File: config.mk
export PLATFORM = sky130hd
export DESIGN_NAME = pipe_adder
export DESIGN_NICKNAME = d
export VERILOG_FILES = /design/src/rtl/pipe_adder_pkg.sv /design/src/rtl/pipe_adder_stage.sv /design/src/rtl/pipe_adder.sv
export SDC_FILE = /design/constraint.sdc
export NUM_CORES = 1
export LEC_CHECK = 0
export ABC_AREA = 1
export BUFFER_PORTS_ARGS = -buffer_cell sky130_fd_sc_hd__buf_2
export CAP_MARGIN = 20
export CELL_PAD_IN_SITES_DETAIL_PLACEMENT = 2
export CELL_PAD_IN_SITES_GLOBAL_PLACEMENT = 2
export CORE_UTILIZATION = 31
export CTS_BUF_LIST = sky130_fd_sc_hd__clkbuf_16
export DETAILED_ROUTE_END_ITERATION = 10
export PLACE_DENSITY_LB_ADDON = 0.15
export SYNTH_ARGS = -nofsm -noshare
export SYNTH_HDL_FRONTEND = slang
export SYNTH_SLANG_ARGS = --single-unit
File: constraint.sdc
create_clock -name clk -period 1.5 [get_ports clk]
set_input_delay 0.075 -clock clk [delete_from_list [all_inputs] [get_ports clk]]
set_output_delay 0.075 -clock clk [all_outputs]
set_load 0.02 [all_outputs]
File: src/rtl/pipe_adder_pkg.sv
// pipe_adder_pkg
//   Shared types and limits for the pipelined add/subtract unit.
//   op_e       : arithmetic mode selected by the 'sub' input.
//   MAX_STAGES : deepest pipeline the unit is built for.
package pipe_adder_pkg;

    typedef enum logic {
        OP_ADD = 1'b0,
        OP_SUB = 1'b1
    } op_e;

    localparam int MAX_STAGES = 8;

endpackage

File: src/rtl/pipe_adder_stage.sv
// pipe_adder_stage
//   One elastic register slice: a valid bit plus a PW-bit payload.
//   Ports:
//     clk, rst_n    : clock, asynchronous active-low reset
//     in_valid_i    : upstream slice (or input port) holds an item
//     in_data_i     : payload offered by upstream
//     out_ready_i   : downstream slice can take this slice's item this cycle
//     valid_o       : this slice holds an item
//     data_o        : payload held by this slice
//   The slice loads whenever it is empty or its own item is leaving, so
//   bubbles collapse and a full chain still moves one item per cycle.
//   The payload only changes on an actual load; an emptying slice keeps
//   its last payload.
module pipe_adder_stage #(
    parameter int PW = 10
) (
    input  logic          clk,
    input  logic          rst_n,
    input  logic          in_valid_i,
    input  logic [PW-1:0] in_data_i,
    input  logic          out_ready_i,
    output logic          valid_o,
    output logic [PW-1:0] data_o
);

    logic          valid_q;
    logic          valid_d;
    logic [PW-1:0] data_q;
    logic [PW-1:0] data_d;
    logic          advance;

    always_comb begin
        advance = !valid_q || out_ready_i;
        valid_d = valid_q;
        data_d  = data_q;
        if (advance) begin
            valid_d = in_valid_i;
            if (in_valid_i) begin
                data_d = in_data_i;
            end
        end
    end

    always_ff @(posedge clk or negedge rst_n) begin
        if (!rst_n) begin
            valid_q <= 1'b0;
            data_q  <= '0;
        end else begin
            valid_q <= valid_d;
            data_q  <= data_d;
        end
    end

    assign valid_o = valid_q;
    assign data_o  = data_q;

endmodule

File: src/rtl/pipe_adder.sv
// pipe_adder
//   Pipelined WIDTH-bit add/subtract unit with carry-in, carry-out and
//   signed-overflow flag, behind a STAGES-deep elastic pipeline.
//   Ports:
//     clk, rst_n             : clock, asynchronous active-low reset
//     in_valid / in_ready    : input handshake
//     in1, in0               : operands A and B
//     carry_in               : carry-in (add) / not-borrow (subtract)
//     sub                    : 0 = add, 1 = subtract
//     out_valid / out_ready  : output handshake
//     sum_out, carry_out     : result and carry-out / not-borrow
//     overflow               : two's-complement signed overflow
//     occupancy              : number of items currently in flight
//
//   Handshake: a transfer happens on a rising edge where valid && ready are
//   both high. in_ready may depend combinationally on out_ready; out_valid
//   and the result never depend combinationally on any input. While
//   out_valid && !out_ready the result is held unchanged.
module pipe_adder
    import pipe_adder_pkg::*;
#(
    parameter int WIDTH  = 8,
    parameter int STAGES = 2
) (
    input  logic                        clk,
    input  logic                        rst_n,
    input  logic                        in_valid,
    output logic                        in_ready,
    input  logic [WIDTH-1:0]            in1,
    input  logic [WIDTH-1:0]            in0,
    input  logic                        carry_in,
    input  logic                        sub,
    output logic                        out_valid,
    input  logic                        out_ready,
    output logic [WIDTH-1:0]            sum_out,
    output logic                        carry_out,
    output logic                        overflow,
    output logic [$clog2(STAGES+1)-1:0] occupancy
);

    // Payload layout: {overflow, carry, sum}.
    localparam int PW = WIDTH + 2;
    localparam int OW = $clog2(STAGES + 1);

    op_e              op;
    logic [WIDTH-1:0] b_eff;
    logic [WIDTH:0]   raw;
    logic             ovf;
    logic [PW-1:0]    payload;

    logic [STAGES-1:0] v_q;
    logic [PW-1:0]     d_q [STAGES];
    logic [STAGES:0]   rdy;

    logic              accept;
    logic              emit;
    logic [OW-1:0]     occ_q;
    logic [OW-1:0]     occ_d;

    // Subtract is A + ~B + carry_in, so carry_in = 1 means "no borrow in"
    // and the carry-out reads as "no borrow out".
    always_comb begin
        op      = sub ? OP_SUB : OP_ADD;
        b_eff   = (op == OP_SUB) ? ~in0 : in0;
        raw     = {1'b0, in1} + {1'b0, b_eff} + {{WIDTH{1'b0}}, carry_in};
        ovf     = (in1[WIDTH-1] == b_eff[WIDTH-1]) && (raw[WIDTH-1] != in1[WIDTH-1]);
        payload = {ovf, raw};
    end

    // Ready chain built from registered valid bits only: slice k can load
    // when it is empty or everything downstream of it can move.
    always_comb begin
        rdy         = '0;
        rdy[STAGES] = out_ready;
        for (int k = STAGES - 1; k >= 0; k--) begin
            rdy[k] = rdy[k+1] | ~v_q[k];
        end
    end

    genvar k;
    for (k = 0; k < STAGES; k++) begin : g_stage
        logic          slice_valid;
        logic [PW-1:0] slice_data;

        if (k == 0) begin : g_first
            assign slice_valid = in_valid;
            assign slice_data  = payload;
        end else begin : g_rest
            assign slice_valid = v_q[k-1];
            assign slice_data  = d_q[k-1];
        end

        pipe_adder_stage #(
            .PW(PW)
        ) u_stage (
            .clk         (clk),
            .rst_n       (rst_n),
            .in_valid_i  (slice_valid),
            .in_data_i   (slice_data),
            .out_ready_i (rdy[k+1]),
            .valid_o     (v_q[k]),
            .data_o      (d_q[k])
        );
    end

    // Held low during reset even though the slices read as empty then.
    assign in_ready  = rst_n & rdy[0];
    assign out_valid = v_q[STAGES-1];
    assign {overflow, carry_out, sum_out} = d_q[STAGES-1];

    assign accept = in_valid && in_ready;
    assign emit   = out_valid && out_ready;

    always_comb begin
        occ_d = occ_q;
        if (accept && !emit) begin
            occ_d = occ_q + OW'(1);
        end else if (emit && !accept) begin
            occ_d = occ_q - OW'(1);
        end
    end

    always_ff @(posedge clk or negedge rst_n) begin
        if (!rst_n) begin
            occ_q <= '0;
        end else begin
            occ_q <= occ_d;
        end
    end

    assign occupancy = occ_q;

endmodule

After elaboration in Yosys (flattened, before gate mapping)
Index checks and enable logic that the tools add are counted.

word-level totals
  word-level logic and storage cells = 35
  register bits = 24
  output and inout bits = 14

operators by class
  $add $sub $neg = 4
  equal/unequal tests = 2
  bitwise logic cells = 6
  mux-type cells = 4
  reduce and logical (&&, ||, !) cells = 14

operator list
  cell                 count
  $add 8x8->9          1
  $add 9x1->9          1
  $mux 8               1
  $not 8->8            1
  $logic_and 1x1->1    5
  $logic_not 1->1      4
  $mux 2               2
  $reduce_and 2->1     2
  $add 2x1->2 const B  1
  $logic_or 1x1->1     2
  $not 1->1            2
  $or 1x1->1           2
  $reduce_bool 2->1    1
  $sub 2x1->2 const B  1
  $and 1x1->1          1
  $eq 1x1->1           1
  $mux 1               1
  $ne 1x1->1           1

Logic depth before layout (Yosys ltp)
Gate-level depths: netlist of the first run.

  word-level depth = 9
  depth in mapped cells = 11

Cells and area by module
Synthesis of the first run repeated with hierarchy kept, for this count alone.

second synthesis, totals
  cell total of the unflattened synthesis = 184
  area total of the unflattened synthesis = 1478.9 um^2

by module, submodules not included
  module            cells each  area each (um^2)  instances
  pipe_adder_stage  48          446.7             2
  pipe_adder        88          585.6             1

Least setup slack after synthesis of the first run
OpenSTA, ideal clock, no wires.

  kind = input -> register
  start point = in sub
  end point = reg g_stage[0].u_stage.data_q[4]
  library setup time = 65 ps
  slack = -200 ps
  data required time = 1435 ps
  buffers on the path = 1
  stages = 8
  arrival time = 1635 ps
  cells stage by stage = buf_2 xnor2_1 fa_1 fa_1 o21ai_2 xor2_1 nand2_1 nand2_1

between the ends
  cells in the longest elaborated chain, start to end = 4

ends and longest elaborated chain
  element                 RTL line                source
  start: declaration      pipe_adder.sv:32        input logic sub,
  $mux 1                  pipe_adder.sv:63        op = sub ? OP_SUB : OP_ADD;
  $mux 8                  pipe_adder.sv:64        b_eff = (op == OP_SUB) ? ~in0 : in0;
  $add 8x8->9             pipe_adder.sv:65        raw = {1'b0, in1} + {1'b0, b_eff} + {{WIDTH{1'b0}}, carry_in};
  $add 9x1->9             pipe_adder.sv:65
  end signal: assignment  pipe_adder_stage.sv:50  data_q <= data_d;
  end: declaration        pipe_adder_stage.sv:28  logic [PW-1:0] data_q;

No other way between the ends.
A chain may end at the register's enable or synchronous reset.

Final worst setup path of the first run
  start point = reg g_stage[0].u_stage.valid_q
  end point = reg occ_q[1], in the netlist occupancy[1]

between the ends
  cells in the longest elaborated chain, start to end = 7
  elaborated cells on any way between the ends = 9

ends and longest elaborated chain
  element                      RTL line                source
  start: declaration           pipe_adder_stage.sv:26  logic valid_q;
  start signal: assignment     pipe_adder_stage.sv:49  valid_q <= valid_d;
  $not 1->1 *                  pipe_adder.sv:76        rdy[k] = rdy[k+1] | ~v_q[k];
  $or 1x1->1 *                 pipe_adder.sv:76
  $and 1x1->1 *                pipe_adder.sv:107       assign in_ready = rst_n & rdy[0];
  $logic_and 1x1->1 *          pipe_adder.sv:111       assign accept = in_valid && in_ready;
  $logic_not 1->1              pipe_adder.sv:118       end else if (emit && !accept) begin
  $logic_and 1x1->1            pipe_adder.sv:118
  $reduce_bool 2->1 (no line)  -
  end signal: assignment       pipe_adder.sv:125       occ_q <= '0;
  end signal: assignment       pipe_adder.sv:127       occ_q <= occ_d;
  end: declaration             pipe_adder.sv:57        logic [OW-1:0] occ_q;

Mark *: on every way between the ends. The rest lies on a longest branch, timed or not.

==> results of run 1 <==
==> worst max-delay path by stage <==
| stage | from | endpoint | slack, ns |
|---|---|---|---|
| 2_1_floorplan | sub | g_stage[0].u_stage.data_o[4] | -0.06 |
| 6_report | g_stage[0].u_stage.valid_o | occupancy[1] | 0.08 |
| 4_1_cts | g_stage[0].u_stage.valid_o | occupancy[1] | 0.007 |
| 5_1_grt | g_stage[0].u_stage.valid_o | occupancy[1] | -0.003 |
| 3_5_place_dp | sub | g_stage[0].u_stage.data_o[9] | -0.22 |
| 3_3_place_gp | sub | g_stage[0].u_stage.data_o[4] | -0.15 |
==> state kept, by name, summed over array words and instances (netlist names) <==
register                 count
occupancy                    2
g_stage.u_stage.data_o      20
g_stage.u_stage.valid_o      2
==> per-stage QoR <==
stage / std cells / power [mW]
2_1_floorplan: 162 / 1.63
3_3_place_gp: 258 / 1.92
3_5_place_dp: 258 / 1.99
4_1_cts: 263 / 2.79
5_1_grt: 264 / 2.91
6_report: 264 / 2.75
==> cells by family after synthesis <==
| kind of cell | share of synthesized area (%) |
|---|---|
| compound gates | 5.56 |
| simple gates | 18.7 |
| fa+ha+maj | 9.72 |
| mux | 8.85 |
| xor+xnor | 7.90 |
| flops | 41.7 |
| buf+inv | 7.64 |
==> critical path, stage by stage, from the launching register on <==
cell and delay [ns]:
dfrtp_1 0.38, nand3_2 0.10, nand2_1 0.10, nor2_1 0.05, ha_1 0.33, a21oi_1 0.13
o21ai_1 0.10, xnor2_1 0.13
==> repair_timing <==
item	4_1_cts	5_1_grt
setup endpoints to repair	1	5
endpoints found under the hold margin	24	0
setup buffers	0	1
gates resized for setup	1	5
pin swaps	0	1
hold buffers	1	0
==> metal layers <==
layer | wire length, µm | vias up | GRT usage [%]
met4 | 46 | 0 | 5.11
met1 | 1570 | 589 | 18.3
met5 | 0 | - | 0
met3 | 98 | 4 | 1.59
li1 | - | 607 | -
met2 | 2100 | 30 | 32.4
==> layout make-up <==
type,instances,area (µm²)
clock buffer,3,75.1
clock inverter,1,30.0
fill,498,2500
inverter,23,86.3
multi-input combinational,112,776
sequential,24,602
tap,52,65.1
timing repair buffer,49,283
==> cells in the final DEF (no fill, tap or decap), drive strengths merged <==
master       instances
o21a                 1
o21ai                7
a21oi                6
dfrtp               24
dlygate4sd3          1
mux2                 9
clkbuf               3
nand3                9
buf                 48
nor2                 6
xnor2                5
ha                   8
nand4                1
bufinv               1
inv                 23
xor2                 8
fa                   2
nand2               50
==> power groups by stage <==
stage                     sequential (mW)  clock, mW  combinational (mW)
after global routing                 1.00      0.790                1.12
after detailed placement            0.988          0                1.01
after global placement              0.966          0               0.957
after floorplan                      1.12          0               0.500
after CTS                           0.984      0.775                1.03
final                               0.976      0.759                1.02
==> flow_summary_export.csv, run 1 <==
group,metric,value,unit
outcome,status,"finished clean",
synthesis,synth_ff_type,"dfrtp_1",
grt,grt_pass1_vias,1373,
setup_path,crit_path_max_fanout,2,
power_and_ir_drop,netSwitchingFraction,33.4,%
floorplan,die_x,70.2,µm
job,drv_cap,0,
setup_path,worstSetupPathType,"reg -> reg",
floorplan,die_y,70.2,µm
timing,fmax,703,MHz
cells_and_area,fin_util,43.4,%
clocking,cts_made_buffers,3,
grt,grt_overflow_total,0,
synthesis,ys_warn_count,0,
clocking,cts_max_level,1,
setup_path,start_kind,"register",
place,dpl_worst_slack,-0.215,ns
setup_path,crit_arrival,1.57,ns
timing,post-route-min-period,1.42,ns
floorplan,initial_core_util,32.7,%
timing,tightest_slew,0.345,ns
synthesis,synth.top_cell.area_share,41.7,%
synthesis,yosys-top-cells-area,"dfrtp_1 42%, nand2_1 12%, mux2_4 7.3%, ha_1 6.9%, inv_1 6.0%",
routing,vias,1230,
synthesis,synth_edf_count,0,
worst_hold_path,hold_depth,3,
synthesis,synth_cell_types,21,
power_and_ir_drop,sequentialPowerShare,35.5,%
synthesis,synth_top_cells_by_count,"47 x nand2_1, 24 x dfrtp_1, 23 x inv_1",
clocking,root_buffer,"clkbuf_16",
routing,via_per_inst,4.66,
setup_path,timing.rr.start,"g_stage[0].u_stage.valid_o",
place,portBuffers,35,
worst_hold_path,hp-class,"in -> reg",
clocking,cts.clk_slew.worst_paths,0.06,ns
power_and_ir_drop,p_sw,920,µW
cells_and_area,drive_gt1_share,34.9,%
timing,fin_crit_sh,94.9,%
place,place.gp.congestion,0.729,
place,place_hpwl,3040,µm
timing,finalSetupTns,0,ns
synthesis,avgSynthCellArea,8.90,µm²
setup_path,reg2regPathDepth,7,
timing,final-setup-viol-count,0,
clocking,cts_tree,"done",
cells_and_area,nNetsFinal,245,
synthesis,syn_inst,162,
grt,grt_pass1_wl,6440,µm
clocking,clockBufferDepth,2,
timing,fin_ws,0.0767,ns
floorplan,rows,24,
grt,antenna_found_initial,0,
routing,wire_per_inst,14.5,µm
timing,fin_skew,0.00461,ns
clocking,clock_sink_count,24,
synthesis,ys_seq_elements,24,
synthesis,synthArstFlopShare,100,%
synthesis,synth-seq-area-share,41.7,%
floorplan,ioPinCount,36,
grt,grt_max_degree,25,
power_and_ir_drop,peakVddDrop,0.442,mV
place,placed_area,1770,µm²
synthesis,syn_nets,194,
timing,hold_viol_final,0,
routing,drtAntennaViolNets,0,
timing,holdWs,0.0894,ns
timing,slew_headroom,76.9,%
routing,drt_pass1_iterations,2,
routing,drcViolationCount,0,
timing,drv_slew,0,
worst_hold_path,min_from,"in_valid",
cells_and_area,syn2layout_area_growth,33.0,%
floorplan,coreArea,4410,µm²
setup_path,r2r_setup_slack,0.08,ns
synthesis,netlist_area,1440,µm²
power_and_ir_drop,combinationalPowerShare,37.0,%
setup_path,timing.rr.end,"occupancy[1]",
routing,drt_wl_total,3820,µm
power_and_ir_drop,p_per_area,1440,nW/µm²
cells_and_area,final_cell_area,1920,µm²
setup_path,cp.required,1.65,ns
floorplan,die-area,4930,µm²
clocking,insertion_delay,0.26,ns
cells_and_area,antennaDiodeCount,0,
synthesis,yosysMostFrequentCell,"nand2_1",
synthesis,yosys.area.top_type,"dfrtp_1",
routing,drtIter0Drc,35,
power_and_ir_drop,internal-power,1.83,mW
grt,grt.total_usage,16.5,%
worst_hold_path,worstHoldEndpoint,"g_stage[0].u_stage.valid_o",
setup_path,critPathCaptureType,"register",
power_and_ir_drop,p_leak,1.06,nW
power_and_ir_drop,pwr-share-clk,27.6,%
(Power assumes the default switching activity.)
==> run 2: changes to the inputs <==
Settings changed: BUFFER_PORTS_ARGS -buffer_cell sky130_fd_sc_hd__buf_2 to default, CORE_UTILIZATION 31 to 36, DONT_BUFFER_PORTS from default to 1.
==> run 2 against run 1 <==
Clock power is 26% lower. First-iteration DRC count is 46% lower. Via count is 12% lower. Setup slack better by 0.026 ns. Hold slack got worse by 0.065 ns. Largest cell class unchanged. Register-to-register slack better by 0.03 ns. Non-clock buffer count shrank 43. Clock-buffer cell count unchanged. Clock skew decreased by 0.0032 ns. Utilization rose by 0.76 points.
==> flow_summary_export.csv, run 2 (synthesized netlist as in run 1, its figures left out) <==
group,metric,value,unit
timing,hold_viol_final,0,
setup_path,crit_arrival,1.53,ns
timing,slew_headroom,68.9,%
routing,wire_per_inst,16.5,µm
cells_and_area,syn2layout_area_growth,14.8,%
floorplan,coreArea,3740,µm²
routing,vias,1087,
timing,finalSetupTns,0,ns
worst_hold_path,worstHoldEndpoint,"g_stage[1].u_stage.valid_o",
cells_and_area,drive_gt1_share,15.4,%
outcome,status,"finished clean",
worst_hold_path,hp-class,"in -> reg",
setup_path,timing.rr.end,"occupancy[1]",
cells_and_area,nNetsFinal,202,
grt,grt_overflow_total,0,
cells_and_area,stdcell_count,217,
grt,grt_pass1_wl,5780,µm
grt,met3_usage,1.91,%
clocking,cts_tree,"done",
place,portBuffers,0,
clocking,cts.clk_slew.worst_paths,0.06,ns
setup_path,r2r_setup_slack,0.10,ns
clocking,cts_made_buffers,3,
clocking,postCtsSetupBuffers,0,
timing,final-setup-viol-count,0,
place,placed_area,1530,µm²
timing,tightest_slew,0.465,ns
grt,antenna_found_initial,0,
grt,grt.total_usage,18.0,%
timing,drv_slew,0,
floorplan,die-area,4260,µm²
floorplan,ioPinCount,36,
worst_hold_path,hold_depth,3,
timing,fin_ws,0.103,ns
cells_and_area,final_cell_mix,"46 x nand2_1, 23 x inv_1, 23 x dfrtp_1",
cells_and_area,final_cell_area,1650,µm²
routing,drcViolationCount,0,
cells_and_area,fin_util,44.2,%
floorplan,rows,22,
setup_path,start_kind,"register",
floorplan,die_x,65.3,µm
floorplan,die_y,65.3,µm
clocking,root_buffer,"clkbuf_16",
timing,post-route-min-period,1.40,ns
timing,fin_skew,0.00140,ns
setup_path,crit_path_max_fanout,2,
setup_path,reg2regPathDepth,7,
grt,busiest_layer,"met2",
power_and_ir_drop,p_leak,0.867,nW
grt,met2_usage,37.6,%
timing,holdWs,0.0240,ns
setup_path,timing.rr.start,"g_stage[1].u_stage.valid_o",
job,drv_cap,0,
clocking,clockBufferDepth,2,
place,dpl.cell_count,210,
clocking,insertion_delay,0.25,ns
power_and_ir_drop,peakVddDrop,0.433,mV
power_and_ir_drop,p_per_area,1430,nW/µm²
setup_path,worstSetupPathType,"reg -> reg",
power_and_ir_drop,finalPower,2.37,mW
timing,fmax,716,MHz
routing,drtAntennaViolNets,0,
cells_and_area,largest_reg_flops,20,
grt,grt_pass1_vias,1235,
setup_path,critPathCaptureType,"register",
grt,grt_use_met1,17.8,%
cells_and_area,fillCellCount,402,
timing,fin_crit_sh,93.2,%
routing,via_per_inst,5.01,
floorplan,initial_core_util,38.5,%
routing,drtIter0Drc,19,
place,place.gp.congestion,0.699,
place,place_hpwl,2650,µm
cells_and_area,final_common_cell,"nand2_1",
cells_and_area,antennaDiodeCount,0,
routing,drt_wl_total,3570,µm
place,dpl_worst_slack,-0.0415,ns
routing,drt_pass1_iterations,4,
setup_path,cp.required,1.63,ns
clocking,cts_max_level,1,
grt,grt_max_degree,25,
worst_hold_path,min_from,"out_ready",
clocking,clock_sink_count,24,
## run 2: area by class of cell
class,count,area (µm²),share of cell area (%)
clock buffer,3,75.1,4.54
clock inverter,1,3.75,0.227
inverter,23,86.3,5.22
multi-input combinational,112,757,45.8
sequential,24,602,36.4
tap,48,60.1,3.63
timing repair buffer,6,70.1,4.24
## run 2: how the worst max path moves through the flow
stage	startpoint	endpoint
after floorplan	sub	g_stage[0].u_stage.data_o[4]
after global placement	in0[0]	g_stage[0].u_stage.data_o[4]
after detailed placement	in0[0]	g_stage[0].u_stage.data_o[4]
after CTS	g_stage[1].u_stage.valid_o	occupancy[1]
after global routing	g_stage[0].u_stage.valid_o	occupancy[1]
final	g_stage[1].u_stage.valid_o	occupancy[1]
## run 2: power by group
part	total, mW	leakage (nW)	switching (mW)	internal [mW]
clock	0.564	0.0385	0.208	0.356
combinational	0.641	0.540	0.329	0.312
sequential	1.16	0.289	0.314	0.849
total	2.37	0.867	0.851	1.52
## run 2: timing repair
action,4_1_cts,5_1_grt
resized for setup,0,2
hold buffers,2,0
hold endpoints to repair,25,0
endpoints found under the setup margin,0,1
## run 2: routing by layer
layer / part of all wire [%] / routed length [µm]
met1: 37 / 1330
met2: 58 / 2070
met3: 3.5 / 126
met4: 1.2 / 44
met5: 0 / 0
## run 2: critical path, stage by stage (launching register included)
cell and delay (ns):
dfrtp_2 0.40, nand3_1 0.13, nand2_2 0.07, nor2_1 0.09
ha_1 0.25, a21oi_1 0.12, o21ai_1 0.09, xnor2_1 0.12
==> run 3: changes to the inputs <==
Clock period 1.5 ns to 1.3 ns, I/O delays scaled along.
==> run 3 against run 2 <==
Sequential cell count unchanged. Final cell count up 6.9%. Clock-buffer cell count unchanged. Cell area up 14%. Sequential share of layout area down 4.5 points. Global-route usage up 0.64 points. Largest cell class unchanged. The flow now finishes with violations (setup timing). Register-to-register slack worse by 0.24 ns. Clock skew up 0.0054 ns. Via count up 4.9%.
==> flow_summary_export.csv, run 3 (synthesized netlist as in run 1, its figures left out) <==
group,metric,value,unit
setup_path,worstSetupPathType,"reg -> reg",
place,portBuffers,0,
cells_and_area,final_cell_mix,"45 x nand2_1, 23 x dfrtp_1, 22 x inv_1",
floorplan,die_y,65.3,µm
grt,grt_overflow_total,0,
timing,fin_ws,-0.136,ns
timing,rsz0062_at_grt,"yes",
setup_path,timing.rr.start,"g_stage[0].u_stage.valid_o",
routing,wire_per_inst,19.0,µm
routing,drt_wl_total,4420,µm
floorplan,ioPinCount,36,
outcome,status,"finished with violations",
clocking,cts_max_level,1,
timing,fin_skew,0.00679,ns
cells_and_area,final_common_cell,"nand2_1",
clocking,cts_made_buffers,3,
worst_hold_path,hp-class,"in -> reg",
timing,finalSetupTns,-0.136,ns
setup_path,timing.rr.end,"occupancy[1]",
routing,drt_pass1_iterations,3,
setup_path,start_kind,"register",
routing,drtIter0Drc,18,
cells_and_area,antennaDiodeCount,0,
cells_and_area,nNetsFinal,217,
place,placed_area,1610,µm²
floorplan,die-area,4260,µm²
setup_path,reg2regPathDepth,7,
cells_and_area,drive_gt1_share,28.8,%
clocking,root_buffer,"clkbuf_16",
routing,vias,1140,
grt,grt_pass1_wl,5960,µm
job,drv_cap,0,
floorplan,initial_core_util,38.5,%
place,place_hpwl,2530,µm
outcome,violations,"setup timing",
routing,via_per_inst,4.91,
cells_and_area,syn2layout_area_growth,30.8,%
grt,antenna_found_initial,0,
setup_path,r2r_setup_slack,-0.14,ns
timing,hold_viol_final,0,
setup_path,cp.required,1.45,ns
grt,grt_pass1_vias,1233,
timing,slew_headroom,78.6,%
floorplan,coreArea,3740,µm²
power_and_ir_drop,p_leak,0.967,nW
routing,drcViolationCount,0,
cells_and_area,final_cell_area,1890,µm²
timing,drv_slew,0,
setup_path,critPathCaptureType,"register",
grt,grt_max_degree,25,
routing,drtAntennaViolNets,0,
timing,post-route-min-period,1.44,ns
timing,fmax,696,MHz
cells_and_area,fin_util,50.4,%
timing,tightest_slew,0.320,ns
floorplan,die_x,65.3,µm
timing,holdWs,0.000747,ns
place,place.gp.congestion,0.731,
worst_hold_path,worstHoldEndpoint,"g_stage[0].u_stage.data_o[9]",
clocking,cts_tree,"done",
floorplan,rows,22,
clocking,clock_sink_count,24,
power_and_ir_drop,peakVddDrop,0.844,mV
timing,fin_crit_sh,110,%
power_and_ir_drop,p_per_area,1600,nW/µm²
worst_hold_path,min_from,"in1[7]",
worst_hold_path,hold_depth,3,
clocking,insertion_delay,0.26,ns
timing,final-setup-viol-count,1,
setup_path,crit_arrival,1.59,ns
cells_and_area,largest_reg_flops,20,
setup_path,crit_path_max_fanout,2,
grt,grt.total_usage,18.6,%
clocking,cts.clk_slew.worst_paths,0.06,ns
clocking,clockBufferDepth,2,
-- run 3: layout make-up --
| cell class | instances | area [µm²] |
|---|---|---|
| Fill cell | 376 | 1860 |
| Clock inverter | 1 | 3.75 |
| Tap cell | 48 | 60.1 |
| Multi-Input combinational cell | 112 | 842 |
| Clock buffer | 3 | 75.1 |
| Sequential cell | 24 | 602 |
| Inverter | 23 | 91.3 |
| Timing Repair Buffer | 21 | 211 |
-- run 3: per-stage QoR --
step | worst slack, ns | power (mW) | instances
2_1_floorplan | -0.253 | 1.88 | 162
3_3_place_gp | -0.182 | 2.06 | 220
3_5_place_dp | -0.226 | 2.11 | 220
4_1_cts | -0.110 | 2.86 | 229
5_1_grt | -0.214 | 3.18 | 232
6_report | -0.136 | 3.01 | 232
-- run 3: timing repair --
action | in CTS | in global routing
pin swaps | 5 | 5
gates cloned | 0 | 1
gates resized for setup | 6 | 17
hold buffers | 2 | 0
hold endpoints to repair | 25 | 0
buffers inserted | 3 | 2
endpoints found under the setup margin | 2 | 12
-- run 3: routing by layer --
metal,track usage [%],vias up,wire [µm]
met2,35.7,35,2380
met5,0,-,0
met3,2.95,8,203
met4,4.08,0,96
met1,21.3,550,1740
li1,-,547,-
-- run 3: where the power goes --
| group | total, mW | switching, mW | internal (mW) |
|---|---|---|---|
| clock | 0.666 | 0.255 | 0.411 |
| combinational | 1.01 | 0.517 | 0.490 |
| sequential | 1.34 | 0.358 | 0.980 |
| total | 3.01 | 1.13 | 1.88 |
-- run 3: critical path, cell delays in order, from the launching register on --
cell and delay [ns]:
dfrtp_1 0.41, nand3_2 0.10, nand2_2 0.08, nor2_4 0.10, ha_4 0.21, a21oi_2 0.11, o21ai_2 0.09, xnor2_1 0.22
-- run 3: worst max path at each step --
stage	from	endpoint	slack (ns)
after detailed placement	in0[0]	g_stage[0].u_stage.data_o[4]	-0.23
after floorplan	sub	g_stage[0].u_stage.data_o[4]	-0.25
after global routing	g_stage[1].u_stage.valid_o	occupancy[1]	-0.21
after global placement	in0[0]	g_stage[0].u_stage.data_o[4]	-0.18
final	g_stage[0].u_stage.valid_o	occupancy[1]	-0.14
after CTS	g_stage[1].u_stage.valid_o	occupancy[1]	-0.11
